### src/rtl/fetch_stage_pkg.sv
// Shared fetch/decode definitions: fetch FSM states, the NOP bubble and the
// opcode[6:2] encodings the control unit decodes from if_id_instr.
package fetch_stage_pkg;

  localparam int          RV_XLEN      = 32;
  localparam logic [31:0] RV_NOP_INSTR = 32'h0000_0013;

  typedef enum logic [1:0] {
    REQ   = 2'd0,
    WAIT  = 2'd1,
    DRAIN = 2'd2,
    HOLD  = 2'd3
  } fetch_state_t;

  // Major opcodes, instr[6:2] (the low two bits are always 2'b11 for RV32I).
  localparam logic [4:0] OPC_LOAD   = 5'b00000;
  localparam logic [4:0] OPC_OP_IMM = 5'b00100;
  localparam logic [4:0] OPC_AUIPC  = 5'b00101;
  localparam logic [4:0] OPC_STORE  = 5'b01000;
  localparam logic [4:0] OPC_OP     = 5'b01100;
  localparam logic [4:0] OPC_LUI    = 5'b01101;
  localparam logic [4:0] OPC_BRANCH = 5'b11000;
  localparam logic [4:0] OPC_JALR   = 5'b11001;
  localparam logic [4:0] OPC_JAL    = 5'b11011;
  localparam logic [4:0] OPC_SYSTEM = 5'b11100;

  function automatic logic [4:0] opcode_field(input logic [31:0] instr);
    return instr[6:2];
  endfunction

  function automatic logic is_ctrl_transfer(input logic [31:0] instr);
    logic [4:0] opc;
    opc = opcode_field(instr);
    return (opc == OPC_BRANCH) || (opc == OPC_JAL) || (opc == OPC_JALR);
  endfunction

endpackage

### src/rtl/fetch_stage_if_id_reg.sv
// IF/ID pipeline register: flush beats stall, stall beats a new word, and an
// idle non-stalled cycle inserts a bubble while keeping the pc fields.
module fetch_stage_if_id_reg
  import fetch_stage_pkg::*;
#(
  parameter int               XLEN      = RV_XLEN,
  parameter logic [31:0]      NOP_INSTR = RV_NOP_INSTR
) (
  input  logic              clk,
  input  logic              rst,
  input  logic              flush_i,
  input  logic              stall_i,
  input  logic              load_i,
  input  logic [31:0]       instr_i,
  input  logic [XLEN-1:0]   pc_i,
  output logic              valid_o,
  output logic [31:0]       instr_o,
  output logic [XLEN-1:0]   pc_o,
  output logic [XLEN-1:0]   pc4_o
);

  localparam logic [XLEN-1:0] PC_STEP = XLEN'(32'd4);

  logic              valid_q;
  logic [31:0]       instr_q;
  logic [XLEN-1:0]   pc_q;
  logic [XLEN-1:0]   pc4_q;

  // IF/ID contents, priority flush > stall > load > bubble.
  always_ff @(posedge clk) begin
    if (rst) begin
      valid_q <= 1'b0;
      instr_q <= NOP_INSTR;
      pc_q    <= '0;
      pc4_q   <= '0;
    end else if (flush_i) begin
      valid_q <= 1'b0;
      instr_q <= NOP_INSTR;
    end else if (stall_i) begin
      valid_q <= valid_q;
    end else if (load_i) begin
      valid_q <= 1'b1;
      instr_q <= instr_i;
      pc_q    <= pc_i;
      pc4_q   <= pc_i + PC_STEP;
    end else begin
      valid_q <= 1'b0;
      instr_q <= NOP_INSTR;
    end
  end

  assign valid_o = valid_q;
  assign instr_o = instr_q;
  assign pc_o    = pc_q;
  assign pc4_o   = pc4_q;

endmodule

### src/rtl/fetch_stage.sv
// Instruction fetch stage: PC, single-outstanding-request fetch FSM and a
// one-entry skid buffer for a word that returns while decode is stalled.
module fetch_stage
  import fetch_stage_pkg::*;
#(
  parameter int               XLEN      = RV_XLEN,
  parameter logic [XLEN-1:0]  RESET_PC  = '0,
  parameter logic [31:0]      NOP_INSTR = RV_NOP_INSTR
) (
  input  logic              clk,
  input  logic              rst,
  output logic              imem_req,
  output logic [XLEN-1:0]   imem_addr,
  input  logic              imem_ack,
  input  logic              imem_rvalid,
  input  logic [31:0]       imem_rdata,
  input  logic              stall,
  input  logic              redirect_valid,
  input  logic [XLEN-1:0]   redirect_pc,
  output logic              if_id_valid,
  output logic [31:0]       if_id_instr,
  output logic [XLEN-1:0]   if_id_pc,
  output logic [XLEN-1:0]   if_id_pc4
);

  localparam logic [XLEN-1:0] PC_STEP    = XLEN'(32'd4);
  localparam logic [XLEN-1:0] ALIGN_MASK = ~XLEN'(32'd3);

  fetch_state_t      state_q, state_d;
  logic [XLEN-1:0]   pc_q, pc_d;
  logic [31:0]       skid_instr_q, skid_instr_d;
  logic [XLEN-1:0]   skid_pc_q, skid_pc_d;

  logic              load_s;
  logic [31:0]       load_instr_s;
  logic [XLEN-1:0]   load_pc_s;
  logic [XLEN-1:0]   redirect_tgt_s;
  logic [XLEN-1:0]   pc_plus4_s;
  logic [XLEN-1:0]   skid_pc_plus4_s;

  assign redirect_tgt_s  = redirect_pc & ALIGN_MASK;
  assign pc_plus4_s      = pc_q + PC_STEP;
  assign skid_pc_plus4_s = skid_pc_q + PC_STEP;

  // A redirect suppresses the request in the same cycle so a stale address is never accepted.
  assign imem_req  = (state_q == REQ) && !redirect_valid;
  assign imem_addr = {pc_q[XLEN-1:2], 2'b00};

  // Fetch FSM next-state, pc and skid-buffer updates.
  always_comb begin
    state_d      = state_q;
    pc_d         = pc_q;
    skid_instr_d = skid_instr_q;
    skid_pc_d    = skid_pc_q;
    load_s       = 1'b0;
    load_instr_s = skid_instr_q;
    load_pc_s    = skid_pc_q;
    case (state_q)
      REQ: begin
        if (redirect_valid) begin
          pc_d = redirect_tgt_s;
        end else if (imem_ack) begin
          state_d = WAIT;
        end else begin
          state_d = REQ;
        end
      end
      WAIT: begin
        if (imem_rvalid && redirect_valid) begin
          pc_d    = redirect_tgt_s;
          state_d = REQ;
        end else if (imem_rvalid && !stall) begin
          load_s       = 1'b1;
          load_instr_s = imem_rdata;
          load_pc_s    = pc_q;
          pc_d         = pc_plus4_s;
          state_d      = REQ;
        end else if (imem_rvalid) begin
          skid_instr_d = imem_rdata;
          skid_pc_d    = pc_q;
          state_d      = HOLD;
        end else if (redirect_valid) begin
          pc_d    = redirect_tgt_s;
          state_d = DRAIN;
        end else begin
          state_d = WAIT;
        end
      end
      DRAIN: begin
        // The killed request's response must still be consumed before issuing again.
        if (redirect_valid) begin
          pc_d = redirect_tgt_s;
        end else begin
          pc_d = pc_q;
        end
        if (imem_rvalid) begin
          state_d = REQ;
        end else begin
          state_d = DRAIN;
        end
      end
      HOLD: begin
        if (redirect_valid) begin
          pc_d    = redirect_tgt_s;
          state_d = REQ;
        end else if (!stall) begin
          load_s       = 1'b1;
          load_instr_s = skid_instr_q;
          load_pc_s    = skid_pc_q;
          pc_d         = skid_pc_plus4_s;
          state_d      = REQ;
        end else begin
          state_d = HOLD;
        end
      end
      default: begin
        state_d = REQ;
      end
    endcase
  end

  // FSM, pc and skid-buffer registers.
  always_ff @(posedge clk) begin
    if (rst) begin
      state_q      <= REQ;
      pc_q         <= RESET_PC;
      skid_instr_q <= NOP_INSTR;
      skid_pc_q    <= '0;
    end else begin
      state_q      <= state_d;
      pc_q         <= pc_d;
      skid_instr_q <= skid_instr_d;
      skid_pc_q    <= skid_pc_d;
    end
  end

  fetch_stage_if_id_reg #(
    .XLEN      (XLEN),
    .NOP_INSTR (NOP_INSTR)
  ) u_if_id_reg (
    .clk     (clk),
    .rst     (rst),
    .flush_i (redirect_valid),
    .stall_i (stall),
    .load_i  (load_s),
    .instr_i (load_instr_s),
    .pc_i    (load_pc_s),
    .valid_o (if_id_valid),
    .instr_o (if_id_instr),
    .pc_o    (if_id_pc),
    .pc4_o   (if_id_pc4)
  );

endmodule
### config.mk
export PLATFORM = sky130hd
export DESIGN_NAME = fetch_stage
export DESIGN_NICKNAME = d
export VERILOG_FILES = /design/src/rtl/fetch_stage_pkg.sv /design/src/rtl/fetch_stage_if_id_reg.sv /design/src/rtl/fetch_stage.sv
export SDC_FILE = /design/constraint.sdc
export NUM_CORES = 1
export LEC_CHECK = 0
export BUFFER_PORTS_ARGS = -buffer_cell sky130_fd_sc_hd__buf_2
export CAP_MARGIN = 20
export CORE_MARGIN = 3
export CORE_UTILIZATION = 35
export CTS_CLUSTER_SIZE = 40
export DETAILED_ROUTE_END_ITERATION = 16
export GPL_TIMING_DRIVEN = 1
export SETUP_SLACK_MARGIN = 0.5
export SYNTH_ARGS = -nofsm -noshare
export SYNTH_HDL_FRONTEND = slang
export SYNTH_HIERARCHICAL = 1
export SYNTH_SLANG_ARGS = --single-unit
### constraint.sdc
create_clock -name clk -period 3.1 [get_ports clk]
set_input_delay 0.155 -clock clk [delete_from_list [all_inputs] [get_ports clk]]
set_output_delay 0.155 -clock clk [all_outputs]
set_load 0.1 [all_outputs]
Word level (Yosys, flattened, before mapping)

Index checks and enable logic that the tools add are counted.

Bitwise gates (word level): 4
Add/sub/neg operators: 3
Reduce and logical (&&, ||, !) cells: 11
Eq/ne operators: 6
Mux-type cells: 30

Operator list:

| operator                                                         | number |
|---|---|
| 32-bit two-way mux                                               | 13 |
| 32-bit by 3-bit adder with 32-bit output (second input constant) | 3 |
| 32-bit one-hot mux with 3 select lines                           | 1 |
| 2-bit two-way mux                                                | 8 |
| 2-bit one-hot mux with 4 select lines                            | 1 |
| 1-bit two-way mux                                                | 6 |
| 2-bit == test (second input constant)                            | 2 |
| 4-bit inequality test (second input constant)                    | 1 |
| 1-bit NOT                                                        | 4 |
| 4-bit AND reduction                                              | 1 |
| 2-bit OR reduction                                               | 2 |
| 1-bit logical AND                                                | 3 |
| 3-bit inequality test (second input constant)                    | 1 |
| 3-bit AND reduction                                              | 1 |
| 2-bit by 1-bit == test with 1-bit output (second input constant) | 1 |
| 1-bit logical NOT                                                | 2 |
| 2-bit logical NOT                                                | 1 |
| 2-bit inequality test (second input constant)                    | 1 |
| 1-bit one-hot mux with 2 select lines                            | 1 |
| 2-bit AND reduction                                              | 1 |

Input port bits: 70
Flip-flop bits (word level): 195
Word-level logic and storage cells: 62

Logic depth before layout (Yosys ltp)

Depth in word-level cells: 6
Mapped depth: 12
Mapped depth without buffers: 8

Cells and area by module

Netlist, hierarchy kept.

By module, submodules not included:

| module                | times used | cells an instance | seq. area each (µm²) | area an instance (µm²) |
|---|---|---|---|---|
| fetch_stage           | 1          | 801               | 1961.9               | 6283.5 |
| fetch_stage_if_id_reg | 1          | 454               | 1901.8               | 3867.5 |

Least setup slack after synthesis

Ideal clock, no wire load.

Path type: reg2out
Start point: register state_q[1]
End point: output port imem_req
Required time: 2.945 ns
Arrival: 2.920 ns
Slack: 0.025 ns
Stages on the path, launching flop included: 5
Cell sequence: dfxtp_1 > buf_2 > buf_2 > buf_2 > nor3_1

Longest elaborated chain between the ends: 2

Ends and longest elaborated chain:

| what                   | line               | RTL |
|---|---|---|
| start, declared        | fetch_stage.sv:29  | `fetch_state_t state_q, state_d;` |
| start signal, assigned | fetch_stage.sv:130 | `state_q <= state_d;` |
| 2-bit logical NOT      | fetch_stage.sv:46  | `assign imem_req = (state_q == REQ) && !redirect_valid;` |
| 1-bit logical AND      | fetch_stage.sv:46  |  |
| end, declared          | fetch_stage.sv:12  | `output logic imem_req,` |

No other way between the ends.

Final worst setup path

Start point: register state_q[1]
End point: register u_if_id_reg.pc4_q[28], in the netlist u_if_id_reg/pc4_o[28]

Longest elaborated chain between the ends: 3
Elaborated cells between the ends (all ways): 6

Ends and longest elaborated chain:

| what                                     | line                        | RTL |
|---|---|---|
| 2-bit by 1-bit == test with 1-bit output | fetch_stage.sv:58           | `case (state_q)` |
| 32-bit two-way mux                       | --                          |  |
| net load_pc_s[15]                        | fetch_stage.sv:36           | `logic [XLEN-1:0] load_pc_s;` |
| 32-bit by 3-bit adder with 32-bit output | fetch_stage_if_id_reg.sv:45 | `pc4_q <= pc_i + PC_STEP;` |
| end signal, assigned                     | fetch_stage_if_id_reg.sv:45 |  |
| end, declared                            | fetch_stage_if_id_reg.sv:27 | `logic [XLEN-1:0] pc4_q;` |

The timed path passes the listed nets, and every way through them passes these cells.
A chain may end at the register's enable or synchronous reset.

==> results.rst <==
.. list-table::
   :header-rows: 1

   * - Metric
     - Value
   * - DR WL/cell
     - 18.2 um
   * - Share of synthesized area spent on multiplexers
     - 0.0748
   * - Final Hold Violating Endpoints
     - 0
   * - Top-area cell type share of the netlist area
     - 0.381
   * - Clock power frac
     - 0.437
   * - Cell chosen for the clock root
     - sky130_fd_sc_hd__clkbuf_16
   * - Portion of the post-synthesis area used by sequential elements
     - 0.381
   * - Initial antenna violation count
     - 3
   * - Path type of the worst setup path
     - reg -> reg
   * - Fraction of the mapped netlist area in adder cells
     - 0.00370
   * - Min-delay src
     - redirect_pc[23]
   * - Placed wire-length estimate
     - 22900 um
   * - Synthesized-area fraction occupied by ao, oa, aoi and oai cells
     - 0.198
   * - Count of state elements after synthesis
     - between 150 and 200
   * - Port Buffer Count
     - 195
   * - Share of the cycle needed by the critical path after routing
     - 0.812
   * - Startpoint of the worst register-to-register path
     - state_q[1]
   * - Post-Synthesis Cells
     - 1255
   * - Routed via count
     - 10100
   * - Clk buf depth
     - 2
   * - Row cnt
     - 61
   * - Synth warnings
     - 6
   * - Dominant synthesized flop cell
     - sky130_fd_sc_hd__dfxtp_1
   * - Dominant combinational cell family by area after synthesis
     - simple AND/OR/NAND/NOR gates
   * - Starting utilization of the core area
     - 0.360
   * - Number of enable-type register cells in the synthesized netlist
     - 0
   * - Number of clock buffers inserted by TritonCTS
     - 17
   * - Netlist area before placement
     - 0.0102 sq mm
   * - Slew at the pin with the worst max-slew slack
     - about 810 ps
   * - Setup TNS
     - 0 ps
   * - Setup violation total in the final timing report
     - 0
   * - Hold Crit Depth
     - 3
   * - Number of iterations in the first detailed-routing pass
     - 5
   * - Critical path peak fanout
     - 10
   * - Total global routing track utilization
     - 0.207
   * - Share of synthesized cell area in and, or, nand and nor gates
     - 0.253
   * - Final Wtd Congestion
     - between 0.9 and 1
   * - Post-synthesis area per instance
     - 8.09 sq um
   * - Iteration-0 DRC count of the detailed router
     - 728
   * - Highest ir drop seen on vdd
     - 0.000315 V
   * - Most frequent cells after synthesis
     - 243 x sky130_fd_sc_hd__nand2_1, 193 x sky130_fd_sc_hd__dfxtp_1, 126 x sky130_fd_sc_hd__a21oi_1, 103 x sky130_fd_sc_hd__nor2_1, 63 x sky130_fd_sc_hd__mux2_2
   * - Max Cap Viol
     - 0
   * - Reg2reg end
     - u_if_id_reg/pc4_o[28]
   * - Die extent in y
     - around 180 um
   * - Final core utilization
     - 0.444
   * - Synth area leaders
     - sky130_fd_sc_hd__dfxtp_1 38%, sky130_fd_sc_hd__nand2_1 9.0%, sky130_fd_sc_hd__mux2_2 7.0%
   * - Unique cell type count in the Yosys netlist
     - 77
   * - Area occupied by multi-input gates
     - a little under 0.006 sq mm
   * - Final max-slew violation count
     - 0
   * - Async S/R FF share, synth
     - 0
   * - Min-Delay Endpoint
     - pc_q[23]
   * - Rel. slew slack
     - 0.443
   * - Area added between synthesis and finish
     - 23.1%
   * - Most used standard cell by instance count after synthesis
     - sky130_fd_sc_hd__nand2_1
   * - Total of fill cells in the finished design
     - between 2000 and 3000
   * - Wire length of the first global-routing pass
     - 51700 um
   * - Fin Clk Skew
     - ~17 ps
   * - Synthesized-area fraction occupied by xor and xnor cells
     - 0.0293
   * - Placeable core region
     - 0.0282 sq mm
   * - Number of global-route vias before repair
     - 9243
   * - Top Ports
     - 200
   * - Endpoint class of the critical path
     - register
   * - Post-detailed-route count of antenna-violating nets
     - 0
   * - Final Non-Filler Cells
     - roughly 1800
   * - Part of the total power dissipated in combinational logic
     - 0.100
   * - Insertion delay of the later-clocked pin in the worst-skew pair
     - around 440 ps
   * - Switching share of total power
     - 0.303
   * - Pwr dens
     - between 400 and 500 mW/mm^2
   * - Required time at the worst-slack endpoint
     - about 3500 ps
   * - Setup repair after global routing missed its margin
     - true
   * - Maximum frequency from static timing analysis
     - roughly 0.40 GHz
   * - Total internal power
     - 3880 uW
   * - Switching power summed over all nets
     - 1680 uW
   * - Status
     - finished clean
   * - Cell accounting for the most synthesized area
     - sky130_fd_sc_hd__dfxtp_1
   * - Number of cells on the worst reg-to-reg path
     - 8
   * - Reg area
     - 0.00388 sq mm
   * - Fraction of layout instances using a drive strength above 1
     - 0.263
   * - Drt total wl
     - 33300 um
   * - Die area
     - slightly above 0.03 sq mm
   * - H-tree levels
     - 4
   * - Clock tree from TritonCTS
     - yes
   * - Number of nets at the end of the flow
     - 1511
   * - Largest net degree at the start of global routing
     - 70
   * - CTS sink count
     - 193
   * - Leftover overflow at the end of global routing
     - 0
   * - Leakage dissipation
     - approximately 0.0048 uW
   * - Clock-pin slew on the worst setup and hold paths
     - ~80 ps
   * - Nature of the critical path startpoint
     - register
   * - CP arrival
     - 2860 ps
   * - R2R setup slack
     - 580 ps
   * - Post-DR vias/cell
     - 5.51
   * - Cells after DPL
     - 1753
   * - Final routed DRC violation total
     - 0
   * - Register share of total power
     - 0.464
   * - Overall die width
     - ~180 um
   * - Worst hold path class
     - in -> reg
   * - Minimum clock period
     - 2520 ps
==> area by class of cell <==
type | count | area share
multi-input combinational | 947 | 0.464
sequential | 193 | 0.311
timing repair buffer | 270 | 0.132
tap | 378 | 0.0378
clock buffer | 17 | 0.0340
clock inverter | 15 | 0.0172
inverter | 9 | 0.00270
antenna | 4 | 0.000801
==> worst max path at each step <==
stage,from,endpoint,depth (start not counted)
finish,state_q[1],u_if_id_reg/pc4_o[28],8
global route,state_q[1],u_if_id_reg/pc4_o[28],8
CTS,state_q[1],u_if_id_reg/pc4_o[25],8
detailed placement,imem_rvalid,u_if_id_reg/pc4_o[28],9
global placement,imem_rvalid,u_if_id_reg/pc4_o[28],9
floorplan,pc_q[10],u_if_id_reg/pc4_o[25],5
==> routing by layer <==
metal | global-route usage | wire length, um | vias up
met5 | 0 | 0 | -
met4 | 0.0597 | 583 | 0
met3 | 0.0460 | 2280 | 36
met2 | 0.330 | 15600 | 325
met1 | 0.280 | 14900 | 4844
li1 | - | - | 4886
==> power by group through the flow <==
stage / sequential, uW / combinational [uW] / clock [uW]
global placement: 2630 / 509 / 0
detailed placement: 2630 / 512 / 0
finish: 2580 / 554 / 2430
CTS: 2580 / 552 / 2480
global route: 2580 / 586 / 2590
floorplan: 2770 / 224 / 0
==> worst max-delay path, cell delays in order (launching register included) <==
cell	delay, ps
sky130_fd_sc_hd__dfxtp_1	340
sky130_fd_sc_hd__nor2_4	150
sky130_fd_sc_hd__nand3_4	170
sky130_fd_sc_hd__buf_4	230
sky130_fd_sc_hd__mux2_2	330
sky130_fd_sc_hd__and4_4	300
sky130_fd_sc_hd__nand4_4	150
sky130_fd_sc_hd__or4_1	500
sky130_fd_sc_hd__a311oi_1	260
==> cell families (layout without fill, tap and decap cells) <==
| logic type | Yosys count | after routing |
|---|---|---|
| AOI/OAI and AO/OA | 311 | 311 |
| adders and majority gates | 3 | 3 |
| buffers and inverters | 117 | 311 |
| muxes | 68 | 68 |
| xor gates and xnor gates | 34 | 34 |
| DFF | 193 | 193 |
| and+or+nand+nor | 528 | 529 |
| other | 1 | 6 |
==> metrics by stage <==
stage	worst slack (ps)	total power (uW)	area, sq um	hold slack [ps]
2_1_floorplan	508	3000	10200	237
3_3_place_gp	371	3140	11300	381
3_5_place_dp	349	3150	11300	385
4_1_cts	500	5610	12400	0.786
5_1_grt	478	5760	12500	7.58
6_report	584	5560	12500	14.3
==> placed cells by master, fill, tap and decap left out, types with 6 or more instances in the layout <==
cell type	count
sky130_fd_sc_hd__nand2_1	243
sky130_fd_sc_hd__buf_2	194
sky130_fd_sc_hd__nand3_1	26
sky130_fd_sc_hd__dfxtp_1	179
sky130_fd_sc_hd__a311oi_1	16
sky130_fd_sc_hd__o21ai_0	25
sky130_fd_sc_hd__a21oi_1	126
sky130_fd_sc_hd__and4_1	11
sky130_fd_sc_hd__o22ai_1	10
sky130_fd_sc_hd__inv_1	9
sky130_fd_sc_hd__a22oi_1	43
sky130_fd_sc_hd__nand4_1	24
sky130_fd_sc_hd__clkbuf_16	17
sky130_fd_sc_hd__dlygate4sd3_1	38
sky130_fd_sc_hd__and3_1	16
sky130_fd_sc_hd__o31ai_1	7
sky130_fd_sc_hd__mux2_2	59
sky130_fd_sc_hd__nor2_1	101
sky130_fd_sc_hd__nand2b_1	9
sky130_fd_sc_hd__a2111oi_0	6
sky130_fd_sc_hd__nor3_1	19
sky130_fd_sc_hd__buf_4	36
sky130_fd_sc_hd__xnor2_1	12
sky130_fd_sc_hd__xor2_1	22
sky130_fd_sc_hd__dfxtp_2	13
sky130_fd_sc_hd__and4_4	6
sky130_fd_sc_hd__nor4_1	10
sky130_fd_sc_hd__a31oi_1	7
sky130_fd_sc_hd__o211ai_1	6
sky130_fd_sc_hd__or3_1	7
sky130_fd_sc_hd__a211oi_1	29
sky130_fd_sc_hd__nor2b_1	6
==> registers in the layout, indices dropped and copies added, names as in the netlist <==
name                 count
pc_q                    32
u_if_id_reg/pc4_o       30
skid_instr_q            32
u_if_id_reg/instr_o     32
u_if_id_reg/valid_o      1
skid_pc_q               32
u_if_id_reg/pc_o        32
state_q                  2
==> repair_timing <==
| item | in CTS | in global routing |
|---|---|---|
| endpoints found under the hold margin | 38 | 0 |
| setup endpoints to repair | 15 | 28 |
| buffers inserted | 2 | 3 |
| hold buffers | 38 | 0 |
| cloned | 0 | 1 |
| resized for setup | 4 | 22 |
| pin swaps | 1 | 2 |
Power figures use the tool's default switching activity.
